File: src/rtl/loadstore.sv
// loadstore: memory-access stage, one Wishbone B4 pipelined beat per access.
// Optional ECAP5_DPROC_LS_TIMEOUT_EN aborts a transaction after 255 cycles.
module loadstore (
  input  logic        clk_i,
  input  logic        rst_i,
  output logic        input_ready_o,
  input  logic        input_valid_i,
  input  logic [31:0] result_i,
  input  logic        ls_enable_i,
  input  logic        ls_write_i,
  input  logic [31:0] ls_write_data_i,
  input  logic [3:0]  ls_sel_i,
  input  logic        ls_unsigned_load_i,
  input  logic        reg_write_i,
  input  logic [4:0]  reg_addr_i,
  output logic        output_valid_o,
  output logic        reg_write_o,
  output logic [4:0]  reg_addr_o,
  output logic [31:0] reg_data_o,
  output logic [31:0] wb_adr_o,
  output logic [31:0] wb_dat_o,
  input  logic [31:0] wb_dat_i,
  output logic        wb_we_o,
  output logic [3:0]  wb_sel_o,
  output logic        wb_stb_o,
  output logic        wb_cyc_o,
  input  logic        wb_stall_i,
  input  logic        wb_ack_i
);

  typedef enum logic [1:0] {
    IDLE,
    REQUEST,
    WAIT_ACK
  } state_t;

  state_t      state;
  logic [1:0]  off_q;
  logic [3:0]  sel_q;
  logic        we_q;
  logic        uns_q;
  logic        rw_q;
  logic [4:0]  ra_q;

  logic        done;
  logic        abort;
  logic        busy;
  logic [31:0] shifted;
  logic [31:0] load_data;

  assign input_ready_o = (state == IDLE);
  assign busy = (state == REQUEST) || (state == WAIT_ACK);

  // Ack accepted either together with the stall release or while waiting.
  assign done = ((state == REQUEST) && !wb_stall_i && wb_ack_i) ||
                ((state == WAIT_ACK) && wb_ack_i);

`ifdef ECAP5_DPROC_LS_TIMEOUT_EN
  logic [7:0] cnt;

  assign abort = busy && !done && (cnt == 8'd254);

  // Cycle counter for the current transaction, cleared on each request.
  always_ff @(posedge clk_i or negedge rst_i) begin
    if (!rst_i) begin
      cnt <= 8'd0;
    end else if (state == IDLE) begin
      cnt <= 8'd0;
    end else begin
      cnt <= cnt + 8'd1;
    end
  end
`else
  assign abort = 1'b0;
`endif

  // Align the returned word to the access and extend it.
  always_comb begin
    shifted = wb_dat_i >> {off_q, 3'b000};
    load_data = shifted;
    unique case (1'b1)
      (sel_q == 4'b0001): begin
        load_data = uns_q ? {24'd0, shifted[7:0]}
                          : {{24{shifted[7]}}, shifted[7:0]};
      end
      (sel_q == 4'b0011): begin
        load_data = uns_q ? {16'd0, shifted[15:0]}
                          : {{16{shifted[15]}}, shifted[15:0]};
      end
      default: load_data = shifted;
    endcase
  end

  // Stage FSM with registered bus and write-back outputs.
  always_ff @(posedge clk_i or negedge rst_i) begin
    if (!rst_i) begin
      state          <= IDLE;
      off_q          <= 2'd0;
      sel_q          <= 4'd0;
      we_q           <= 1'b0;
      uns_q          <= 1'b0;
      rw_q           <= 1'b0;
      ra_q           <= 5'd0;
      output_valid_o <= 1'b0;
      reg_write_o    <= 1'b0;
      reg_addr_o     <= 5'd0;
      reg_data_o     <= 32'd0;
      wb_adr_o       <= 32'd0;
      wb_dat_o       <= 32'd0;
      wb_we_o        <= 1'b0;
      wb_sel_o       <= 4'd0;
      wb_stb_o       <= 1'b0;
      wb_cyc_o       <= 1'b0;
    end else begin
      output_valid_o <= 1'b0;
      reg_write_o    <= 1'b0;
      unique case (state)
        IDLE: begin
          if (input_valid_i && ls_enable_i) begin
            off_q    <= result_i[1:0];
            sel_q    <= ls_sel_i;
            we_q     <= ls_write_i;
            uns_q    <= ls_unsigned_load_i;
            rw_q     <= reg_write_i;
            ra_q     <= reg_addr_i;
            wb_adr_o <= {result_i[31:2], 2'b00};
            wb_sel_o <= ls_sel_i << result_i[1:0];
            wb_dat_o <= ls_write_data_i << {result_i[1:0], 3'b000};
            wb_we_o  <= ls_write_i;
            wb_stb_o <= 1'b1;
            wb_cyc_o <= 1'b1;
            state    <= REQUEST;
          end else if (input_valid_i) begin
            output_valid_o <= 1'b1;
            reg_write_o    <= reg_write_i;
            reg_addr_o     <= reg_addr_i;
            reg_data_o     <= result_i;
          end
        end
        REQUEST: begin
          if (!wb_stall_i) begin
            wb_stb_o <= 1'b0;
            state    <= WAIT_ACK;
          end
        end
        WAIT_ACK: begin
        end
        default: state <= IDLE;
      endcase
      if (done || abort) begin
        state          <= IDLE;
        wb_stb_o       <= 1'b0;
        wb_cyc_o       <= 1'b0;
        output_valid_o <= 1'b1;
        reg_write_o    <= rw_q && !we_q;
        reg_addr_o     <= ra_q;
        reg_data_o     <= (abort || we_q) ? 32'd0 : load_data;
      end
    end
  end

endmodule

File: config.mk
export PLATFORM = sky130hd
export DESIGN_NAME = loadstore
export DESIGN_NICKNAME = d
export VERILOG_FILES = /design/src/rtl/loadstore.sv
export SDC_FILE = /design/constraint.sdc
export NUM_CORES = 1
export LEC_CHECK = 0
export BUFFER_PORTS_ARGS = -buffer_cell sky130_fd_sc_hd__clkbuf_2
export CORE_MARGIN = 4
export CORE_UTILIZATION = 30
export CTS_BUF_LIST = sky130_fd_sc_hd__clkbuf_8
export CTS_CLUSTER_SIZE = 28
export DETAILED_ROUTE_END_ITERATION = 10
export GPL_ROUTABILITY_DRIVEN = 0
export PLACE_DENSITY_LB_ADDON = 0.2
export SLEW_MARGIN = 20
export SYNTH_ARGS = -nofsm -noshare
export SYNTH_HDL_FRONTEND = slang
export SYNTH_SLANG_ARGS = --single-unit
File: constraint.sdc
create_clock -name clk_i -period 2.7 [get_ports clk_i]
set_input_delay 0.27 -clock clk_i [delete_from_list [all_inputs] [get_ports clk_i]]
set_output_delay 0.27 -clock clk_i [all_outputs]
set_load 0.01 [all_outputs]
After elaboration in Yosys (flattened, before gate mapping)
Cells that the tools add are included.
{"block": "word_totals", "regBits": 123, "output_inout_bits": 111, "inputBits": 114, "elab_cells": 75}
{"block": "classes", "n_eq_ne": 8, "shift": 3, "n_reduce_logical": 18, "mux": 30}
{"cell": "$mux 32", "n": 7}
{"cell": "$pmux 32 s2", "n": 1}
{"cell": "$shl 32x5->32", "n": 1}
{"cell": "$shr 32x5->32", "n": 1}
{"cell": "$mux 5", "n": 4}
{"cell": "$mux 1", "n": 13}
{"cell": "$reduce_and 3->1", "n": 3}
{"cell": "$mux 2", "n": 3}
{"cell": "$pmux 2 s3", "n": 1}
{"cell": "$reduce_bool 2->1", "n": 3}
{"cell": "$logic_and 1x1->1", "n": 5}
{"cell": "$eq 4x1->1 const B", "n": 1}
{"cell": "$eq 4x2->1 const B", "n": 1}
{"cell": "$ne 2x2->1 const B", "n": 2}
{"cell": "$reduce_and 2->1", "n": 2}
{"cell": "$shl 4x2->4", "n": 1}
{"cell": "$ne 3x1->1 const B", "n": 1}
{"cell": "$ne 3x3->1 const B", "n": 1}
{"cell": "$reduce_bool 3->1", "n": 1}
{"cell": "$eq 2x1->1 const B", "n": 1}
{"cell": "$eq 2x2->1 const B", "n": 1}
{"cell": "$logic_not 1->1", "n": 2}
{"cell": "$logic_not 2->1", "n": 1}
{"cell": "$pmux 1 s2", "n": 1}
{"cell": "$logic_or 1x1->1", "n": 1}

Logic depth before layout (Yosys ltp)
Gate-level depths: netlist of run 1.
{"block": "depth", "depth_word": 6, "mapped_depth": 7, "depth_no_buf": 4}

Worst setup path after synthesis of run 1
Ideal clock, no wire load.
{"block": "synth_timing", "path_type": "reg-to-reg", "start": "reg off_q[1]", "end": "reg reg_data_o[21]", "setup_ns": 0.065, "stages_incl_launch_ff": 8, "t_required_ns": 2.635, "arrival_ns": 1.649, "setup_slack_ns": 0.986, "synth_period_minus_slack_ns": 1.714, "cell_sequence": "dfrtp_1 > buf_6 > nor2b_1 > buf_2 > a22oi_2 > a2111oi_4 > buf_6 > o22a_1"}
{"block": "synth_between", "elab_chain_cells": 5, "word_cells_on_any_way": 6, "classes_between": "shift: 1; mux: 5"}
{"element": "start, declared", "line_no": "38", "source": "logic [1:0] off_q;"}
{"element": "start signal, assigned", "line_no": "120", "source": "off_q <= result_i[1:0];"}
{"element": "$shr 32x5->32 *", "line_no": "79", "source": "shifted = wb_dat_i >> {off_q, 3'b000};"}
{"element": "$mux 32 (on tied branches)", "line_no": "87, 83"}
{"element": "$pmux 32 s2 *", "line_no": "81", "source": "unique case (1'b1)"}
{"element": "$mux 32 *", "line_no": "157", "source": "reg_data_o <= (abort || we_q) ? 32'd0 : load_data;"}
{"element": "$mux 32 *", "line_no": "150", "source": "if (done || abort) begin"}
{"element": "end signal, assigned", "line_no": "137", "source": "reg_data_o <= result_i;"}
{"element": "end signal, assigned", "line_no": "157"}
{"element": "end, declared", "line_no": "19", "source": "output logic [31:0] reg_data_o,"}
Mark *: on every way between the ends. The rest lies on a longest branch, timed or not.
A chain may end at the register's enable or synchronous reset.

Worst setup path in the final report of run 1
{"block": "layout_timing", "start": "reg off_q[0]", "end": "reg reg_data_o[14]"}
The elaborated chain is that of the path after synthesis.

==> impl_metrics.yaml, run 1 <==
logic_synthesis:
  ys_seq_elements: 123
  yosysMostFrequentCell: "dfrtp_1"
  synth_area_sq_mm: 0.00603
  async_reset_ff_frac: 1.00
  synthTopCellsByCount: "dfrtp_1 (123), mux2_2 (60), nand2_1 (53)"
  netlist_instances: 542
  yosysSeqAreaShare: 0.510
  ys.warnings.count: 0
  netlist.top_cell.by_area: "dfrtp_1"
  synthFlopType: "dfrtp_1"
  yosysTopAreaCellShare: 0.510
  yosys-top-cells-area: "dfrtp_1 (51%), mux2_2 (11%), mux2i_1 (7.0%)"
  postSynthAreaPerCell_sq_um: 11.1
  synth_edf_count: 0
  yosysUniqueCellTypes: 41
floorplanning:
  die_x_um: 150
  dieArea_sq_mm: 0.0224
  io_pins: 225
  die_height_um: 150
  core_area_sq_mm: 0.0196
  start_util: 0.308
  rows: 51
grt:
  grt_pass1_vias: 5249
  gr-total-overflow: 0
  grt_usage: 0.168
  grt_max_degree: 58
  antenna_found_initial: 0
  grt_pass1_wl_mm: 29.2
timing:
  finClkSkew_ns: 0.0120
  period_needed_ns: 1.93
  rsz0062_at_grt: "false"
  fmax_ghz: 0.518
  fin_setup_tns_ns: 0
  slew_viol_final: 0
  slew_headroom: 0.610
  final_hold_viol_count: 0
  tightest_slew_ns: 0.583
  finalCritPeriodShare: 0.715
  finalSetupViolCount: 0
route:
  dr.first_iter.drc_count: 367
  wl_per_cell_um: 18.2
  ant_nets: 0
  viasPerCell: 4.89
  dr_total_vias: 5067
  drt_pass1_iterations: 6
  drt_wl_total_mm: 18.9
  remaining_drc_errors: 0
run_status:
  status: "completed"
layout:
  layout.nets: 872
  fin_area_sq_mm: 0.00790
  drive_above_1_share: 0.442
  multiInputGateArea_sq_mm: 0.00270
  fin_util: 0.403
  ff_latch_area_sq_mm: 0.00308
  area_growth_pct: 31.0
  insertedDiodeCount: 0
  final.fill_count: 1953
placed_design:
  post_dp_cell_area_sq_mm: 0.00745
  io_buffers: 222
  dp_hpwl_mm: 14.4
clocking:
  cts_tree: "done"
  cts_resized: 0
  clkSinkCount: 123
  cts_max_level: 4
  clk_pin_slew_ns: 0.07
  root_buffer: "clkbuf_8"
  clockBufferDepth: 2
  post-cts-setup-buffers: 0
  insertion_delay_ns: 0.43
  cts_made_buffers: 17
power_and_ir_drop:
  ir_drop_v: 0.000319
  power_mw: 6.57
  power_density_mw_per_mm2: 832
  leakage_nw: 3.82
setup_path:
  cp_data_arrival_time_ns: 2.25
  required_ns: 3.02
  ff2ff_setup_slack_ns: 0.77
  end_kind: "flop"
  critPathMaxFanout: 13
  path_class: "reg -> reg"
  cp-start-kind: "flop"
flow_run:
  drv_cap: 0
hold_path:
  min_path_type: "in -> reg"
==> report_power, final <==
| group | leakage, nW | total (mW) | switching [mW] | internal, mW |
|---|---|---|---|---|
| Clock | 0.224 | 1.78 | 0.737 | 1.05 |
| Sequential | 1.48 | 2.71 | 0.345 | 2.37 |
| Combinational | 2.11 | 2.08 | 1.11 | 0.965 |
| Total | 3.82 | 6.57 | 2.19 | 4.38 |
==> worst max-delay path, stage by stage, from the launching register on <==
cell and delay [ns]:
dfrtp_1 0.67, mux4_1 0.46, a21boi_2 0.41, o32ai_1 0.16
o21a_1 0.13
==> per-layer routing <==
metal  GRT usage  wire length (um)
met5           0                 0
met4      0.0636               358
met3      0.0354               900
met2       0.272              9320
met1       0.221              8320
==> worst paths after layout <==
| kind | from | to | cells past startpoint |
|---|---|---|---|
| worst min register to register | wb_dat_o[17] | wb_dat_o[17] | 2 |
| worst min-delay path | wb_ack_i | state[1] | 2 |
| worst max-delay path | off_q[0] | reg_data_o[14] | 4 |
| worst max register to register | off_q[0] | reg_data_o[14] | 4 |
| max in group asynchronous | rst_i | wb_dat_o[0] | 3 |
| min in group asynchronous | rst_i | wb_adr_o[24] | 2 |
==> cell usage in the layout (no fill, tap or decap), types with 3 or more instances in the layout <==
master / netlist / routed
clkbuf_2: 0 / 221
dfrtp_1: 123 / 123
mux2_2: 60 / 60
nand2_1: 53 / 53
mux2i_1: 42 / 42
nor2_1: 36 / 36
o32ai_1: 24 / 24
o21ai_0: 19 / 19
a21oi_1: 19 / 19
clkbuf_8: 0 / 19
buf_4: 2 / 17
o22a_1: 16 / 16
inv_1: 13 / 15
nor2b_1: 13 / 13
o31ai_1: 9 / 9
a221oi_1: 9 / 9
a211oi_1: 9 / 9
o21a_1: 8 / 8
o22ai_1: 8 / 8
o211ai_1: 7 / 7
a22oi_1: 5 / 5
nand3_1: 6 / 5
bufinv_16: 0 / 4
clkinv_2: 0 / 3
buf_12: 0 / 3
==> timing repair <==
item | 4_1_cts | 5_1_grt
hold buffers | 1 | 0
setup endpoints to repair | 0 | 0
endpoints found under the hold margin | 37 | 0
==> layout make-up <==
| type | count | area share |
|---|---|---|
| sequential | 123 | 0.390 |
| clock buffer | 19 | 0.0331 |
| clock inverter | 13 | 0.0222 |
| multi-input combinational | 361 | 0.342 |
| timing repair buffer | 242 | 0.165 |
| inverter | 13 | 0.00618 |
| tap | 265 | 0.0420 |
==> kinds of logic (layout without fill, tap and decap cells) <==
family / after synthesis / count (layout) / synth area share
simple gates: 117 / 117 / 0.0871
flops: 123 / 123 / 0.510
compound gates: 138 / 138 / 0.169
other cells: 1 / 2 / 0.000622
buf+inv: 59 / 287 / 0.0446
mux: 104 / 104 / 0.189
==> metrics by stage <==
stage	setup WS, ns	hold slack [ns]	std cells
3_3_place_gp	0.823	0.276	1003
4_1_cts	0.751	0.00316	1036
2_1_floorplan	0.986	-0.0256	543
6_report	0.769	0.0440	1036
5_1_grt	0.611	0.0250	1036
3_5_place_dp	0.757	0.280	1003
==> state kept, by name (all words and copies together), names as in the netlist, 2 cells and up <==
| signal | flops |
|---|---|
| reg_data_o | 32 |
| wb_dat_o | 32 |
| wb_adr_o | 30 |
| ra_q | 5 |
| reg_addr_o | 5 |
| sel_q | 4 |
| wb_sel_o | 4 |
| off_q | 2 |
| state | 2 |
Note: power is estimated with default switching activity, not from simulation.
==> run 2, diff against run 1 <==
--- a/config.mk
+++ b/config.mk
@@ -5,6 +5,7 @@
 export SDC_FILE = /design/constraint.sdc
 export NUM_CORES = 1
 export LEC_CHECK = 0
+export ABC_AREA = 1
 export BUFFER_PORTS_ARGS = -buffer_cell sky130_fd_sc_hd__clkbuf_2
 export CORE_MARGIN = 4
 export CORE_UTILIZATION = 30
==> constraint.sdc (replaced) <==
create_clock -name clk_i -period 2 [get_ports clk_i]
set_input_delay 0.2 -clock clk_i [delete_from_list [all_inputs] [get_ports clk_i]]
set_output_delay 0.2 -clock clk_i [all_outputs]
set_load 0.01 [all_outputs]
==> impl_metrics.yaml, run 2 <==
clocking:
  root_buffer: "clkbuf_8"
  cts_tree: "done"
  cts_max_level: 4
  insertion_delay_ns: 0.43
  clockBufferDepth: 2
  clkSinkCount: 123
  clk_pin_slew_ns: 0.08
  cts_made_buffers: 17
  cts_resized: 0
layout:
  final.fill_count: 2129
  layout.nets: 1125
  ff_latch_area_sq_mm: 0.00308
  final_common_cell: "nand2_1"
  area_growth_pct: 35.9
  multiInputGateArea_sq_mm: 0.00266
  final_cell_mix: "nand2_1 (273), clkbuf_2 (221), dfrtp_1 (123)"
  reg.largest.list: "reg_data_o (32), wb_dat_o (32), wb_adr_o (30)"
  final_cells: 1295
  drive_above_1_share: 0.292
setup_path:
  critPathMaxFanout: 21
  max_stage_delay_ns: 0.45
  end_kind: "flop"
  cpMostUsedCell: "nand2_1"
  path_class: "reg -> reg"
  cp.buffers_inverters: 3
  critPathSlowestCell: "dfrtp_1"
  required_ns: 2.36
  cpLargestDelayFamily: "buffers and inverters"
  cp-start-kind: "flop"
  cp_data_arrival_time_ns: 2.01
  crit_chain: "inv_4, buf_4, nand2_1, o21ai_0, inv_1, nor2_1, nand2_1, a21oi_1"
logic_synthesis:
  synthTopCellsByCount: "nand2_1 (273), dfrtp_1 (123), o21ai_0 (68)"
  yosysTopAreaCellShare: 0.502
  yosysMostFrequentCell: "nand2_1"
  ys.warnings.count: 0
  async_reset_ff_frac: 1.00
  yosysUniqueCellTypes: 31
  yosys-top-cells-area: "dfrtp_1 (50%), nand2_1 (17%), o21ai_0 (5.5%)"
  synth_edf_count: 0
  synth_area_sq_mm: 0.00613
  netlist_instances: 765
  ys_seq_elements: 123
  yosysSeqAreaShare: 0.502
  synthFlopType: "dfrtp_1"
  postSynthAreaPerCell_sq_um: 8.02
  netlist.top_cell.by_area: "dfrtp_1"
placed_design:
  io_buffers: 222
  place_inst: 1224
  dp_hpwl_mm: 14.9
timing:
  fin_setup_tns_ns: 0
  finClkSkew_ns: 0.0165
  finalCritPeriodShare: 0.827
  rsz0062_at_grt: "false"
  period_needed_ns: 1.65
  slew_headroom: 0.569
  final_hold_viol_count: 0
  finalSetupViolCount: 0
  fmax_ghz: 0.605
  tightest_slew_ns: 0.646
  slew_viol_final: 0
flow_run:
  drv_cap: 0
power_and_ir_drop:
  leakage_nw: 4.34
  power_density_mw_per_mm2: 1090
  intPower_mw: 5.81
  combPwrFrac: 0.321
  swShare: 0.358
  pwr-share-clk: 0.284
  power_switching_mw: 3.24
  ir_drop_v: 0.000421
  p_seq_frac: 0.395
floorplanning:
  start_util: 0.304
  rows: 52
  die_height_um: 151
  dieArea_sq_mm: 0.0228
  io_pins: 225
  die_x_um: 151
  core_area_sq_mm: 0.0202
route:
  remaining_drc_errors: 0
  dr_total_vias: 6066
  dr.first_iter.drc_count: 281
  viasPerCell: 4.68
  drt_wl_total_mm: 20.4
  drt_pass1_iterations: 5
  wl_per_cell_um: 15.8
  ant_nets: 0
grt:
  grt_pass1_wl_mm: 31.9
  grt_usage: 0.179
  grt_max_degree: 55
  antenna_found_initial: 2
  grt_pass1_vias: 5962
  gr-total-overflow: 0
hold_path:
  min_path_type: "in -> reg"
run_status:
  status: "completed"
[run 2: cell type report]
type | instances | area share
antenna | 1 | 0.000300
clock buffer | 17 | 0.0281
clock inverter | 15 | 0.0269
inverter | 33 | 0.0153
multi-input combinational | 561 | 0.319
sequential | 123 | 0.369
tap | 270 | 0.0405
timing repair buffer | 275 | 0.201
[run 2: per-layer routing]
metal,share of wire,global-route usage
met1,0.45,0.239
met2,0.46,0.286
met3,0.080,0.0560
met4,0.010,0.0399
met5,0.00064,0
[run 2: timing repair]
| item | CTS | global route |
|---|---|---|
| hold endpoints to repair | 84 | 0 |
| setup buffers | 0 | 0 |
| hold buffers | 38 | 0 |
[run 2: cells by family after synthesis]
family,synth area share
AND/OR/NAND/NOR,0.259
AO/OA/AOI/OAI,0.147
flip-flops,0.502
buffers and inverters,0.0655
multiplexers,0.0261
other,0.000612
[run 2: power by group through the flow]
stage | clock network [mW] | registers (mW) | logic (mW)
2_1_floorplan | 0 | 3.84 | 1.42
5_1_grt | 2.76 | 3.67 | 3.29
6_report | 2.57 | 3.57 | 2.91
3_5_place_dp | 0 | 3.62 | 2.90
3_3_place_gp | 0 | 3.62 | 2.87
4_1_cts | 2.66 | 3.58 | 2.96
[run 2: through the flow]
| stage | util | setup WS, ns | hold WS (ns) | instance area, sq um | power, mW |
|---|---|---|---|---|---|
| final | 0.413 | 0.347 | 0.0307 | 8330 | 9.05 |
| after global routing | 0.413 | 0.167 | 0.00644 | 8330 | 9.71 |
| after CTS | 0.413 | 0.302 | 0.000754 | 8330 | 9.20 |
| after detailed placement | 0.371 | 0.297 | 0.174 | 7490 | 6.52 |
| after global placement | 0.371 | 0.283 | 0.175 | 7490 | 6.49 |
| after floorplan | - | 0.615 | -0.0956 | 6140 | 5.26 |
[run 2: worst register-to-register path: cells and delay by family (launching register included)]
| kind | cells | cell delay (ns) |
|---|---|---|
| DFF | 1 | 0.45 |
| buffers and inverters | 3 | 0.51 |
| AOI/OAI and AO/OA | 2 | 0.34 |
| and+or+nand+nor | 3 | 0.28 |
[run 2: final timing paths]
path                         startpoint              to  cells past startpoint  slack, ns
max                            off_q[0]  reg_data_o[25]                      8       0.35
min                         result_i[2]     wb_adr_o[2]                      3       0.03
max reg2reg                    off_q[0]  reg_data_o[25]                      8       0.35
min reg2reg                wb_adr_o[31]    wb_adr_o[31]                      2       0.47
max in group asynchronous         rst_i    wb_dat_o[22]                      3       1.02
min in group asynchronous         rst_i     wb_adr_o[4]                      2       0.26
==> run 3, diff against run 2 <==
==> constraint.sdc (replaced) <==
create_clock -name clk_i -period 1.4 [get_ports clk_i]
set_input_delay 0.14 -clock clk_i [delete_from_list [all_inputs] [get_ports clk_i]]
set_output_delay 0.14 -clock clk_i [all_outputs]
set_load 0.01 [all_outputs]
==> impl_metrics.yaml, run 3 (synthesis gave the netlist of run 2 again) <==
setup_path:
  cp_data_arrival_time_ns: 1.78
  critPathMaxFanout: 10
  end_kind: "flop"
  required_ns: 1.76
  cp-start-kind: "flop"
  path_class: "reg -> reg"
route:
  dr_total_vias: 6365
  remaining_drc_errors: 0
  wl_per_cell_um: 16.1
  drt_wl_total_mm: 22.0
  drt_pass1_iterations: 4
  ant_nets: 0
  viasPerCell: 4.67
  dr.first_iter.drc_count: 240
grt:
  grt_pass1_vias: 6094
  grt_pass1_wl_mm: 32.7
  gr-total-overflow: 0
  grt_usage: 0.183
  grt_max_degree: 40
  antenna_found_initial: 0
clocking:
  clockBufferDepth: 2
  insertion_delay_ns: 0.44
  clkSinkCount: 123
  cts_max_level: 4
  clk_pin_slew_ns: 0.09
  cts_made_buffers: 17
  root_buffer: "clkbuf_8"
  cts_tree: "done"
run_status:
  status: "complete, but fails checks"
  violations: "setup timing"
power_and_ir_drop:
  p_seq_frac: 0.373
  leakage_nw: 4.79
  intPower_mw: 8.65
  power_density_mw_per_mm2: 1440
  combPwrFrac: 0.363
  ir_drop_v: 0.000648
  swShare: 0.366
  power_switching_mw: 4.99
  pwr-share-clk: 0.264
layout:
  final_common_cell: "nand2_1"
  layout.nets: 1194
  final_cells: 1363
  reg.largest.list: "reg_data_o (32), wb_dat_o (32), wb_adr_o (30)"
  insertedDiodeCount: 0
  area_growth_pct: 54.0
  final_cell_mix: "nand2_1 (270), clkbuf_2 (220), dfrtp_1 (121)"
  drive_above_1_share: 0.353
  final.fill_count: 2034
timing:
  final_hold_viol_count: 0
  worst_slack_ns: -0.0193
  finalCritPeriodShare: 1.01
  fin_setup_tns_ns: -0.0672
  finalSetupViolCount: 7
  rsz0062_at_grt: "true"
  finClkSkew_ns: 0.0187
  slew_viol_final: 0
  fmax_ghz: 0.705
  period_needed_ns: 1.42
floorplanning:
  io_pins: 225
  dieArea_sq_mm: 0.0228
  start_util: 0.304
  core_area_sq_mm: 0.0202
  die_x_um: 151
  rows: 52
  die_height_um: 151
flow_run:
  drv_cap: 0
placed_design:
  dp_hpwl_mm: 15.2
  place_inst: 1251
  io_buffers: 222
hold_path:
  min_path_type: "in -> reg"
-- run 3: final timing paths --
| kind | cells after the start | end | slack (ns) | start |
|---|---|---|---|---|
| setup / recovery | 8 | reg_data_o[6] | -0.02 | off_q[0] |
| setup reg to reg | 8 | reg_data_o[6] | -0.02 | off_q[0] |
| hold reg to reg | 2 | wb_adr_o[13] | 0.47 | wb_adr_o[13] |
| min in group asynchronous | 2 | off_q[0] | 0.19 | rst_i |
| max in group asynchronous | 3 | reg_data_o[20] | 0.65 | rst_i |
| hold / removal | 3 | wb_dat_o[22] | 0.02 | ls_write_data_i[22] |
-- run 3: layer usage --
| layer | GRT usage | routed length, um | up-vias |
|---|---|---|---|
| li1 | - | - | 3143 |
| met1 | 0.244 | 9800 | 2997 |
| met2 | 0.293 | 10300 | 211 |
| met3 | 0.0527 | 1650 | 14 |
| met4 | 0.0458 | 196 | 0 |
| met5 | 0 | 0 | - |
-- run 3: cell type report --
cell class | instances | area [sq um] | area share
well taps | 270 | 338 | 0.0358
flip-flops and latches | 123 | 3080 | 0.326
clock inverters | 14 | 195 | 0.0207
repair buffers | 342 | 2520 | 0.267
clock buffers | 18 | 248 | 0.0262
inverters | 33 | 134 | 0.0142
multi-input cells | 563 | 2930 | 0.310
-- run 3: worst max-delay path: stages (launching register included) --
cell	delay (ns)
dfrtp_2	0.46
inv_4	0.11
buf_6	0.14
nand2_1	0.05
nand2_1	0.07
nor2_1	0.04
a31oi_1	0.23
nand2_1	0.09
a21oi_1	0.13
-- run 3: power groups by stage --
stage	clock network (mW)	registers (mW)	logic (mW)
floorplan	0	5.48	2.03
global placement	0	5.14	4.40
detailed placement	0	5.14	4.44
CTS	3.68	5.09	4.71
global route	3.84	5.21	5.52
finish	3.60	5.09	4.96
-- run 3: what timing repair did --
item	in CTS	in global routing
setup buffers	1	1
gates resized for setup	20	73
cloned	1	7
hold buffers	70	0
endpoints found under the hold margin	192	0
pin swaps	2	4
setup endpoints to repair	66	97
-- run 3: metrics by stage --
step	worst slack, ns	util	instance area (sq um)	total power [mW]	hold WS [ns]
2_1_floorplan	0.0151	-	6140	7.51	-0.156
3_3_place_gp	-0.0570	0.388	7820	9.54	0.0962
3_5_place_dp	-0.0840	0.388	7820	9.58	0.0986
4_1_cts	-0.0354	0.449	9050	13.5	0.000479
5_1_grt	-0.134	0.468	9440	14.6	0.00669
6_report	-0.0193	0.468	9440	13.6	0.0240
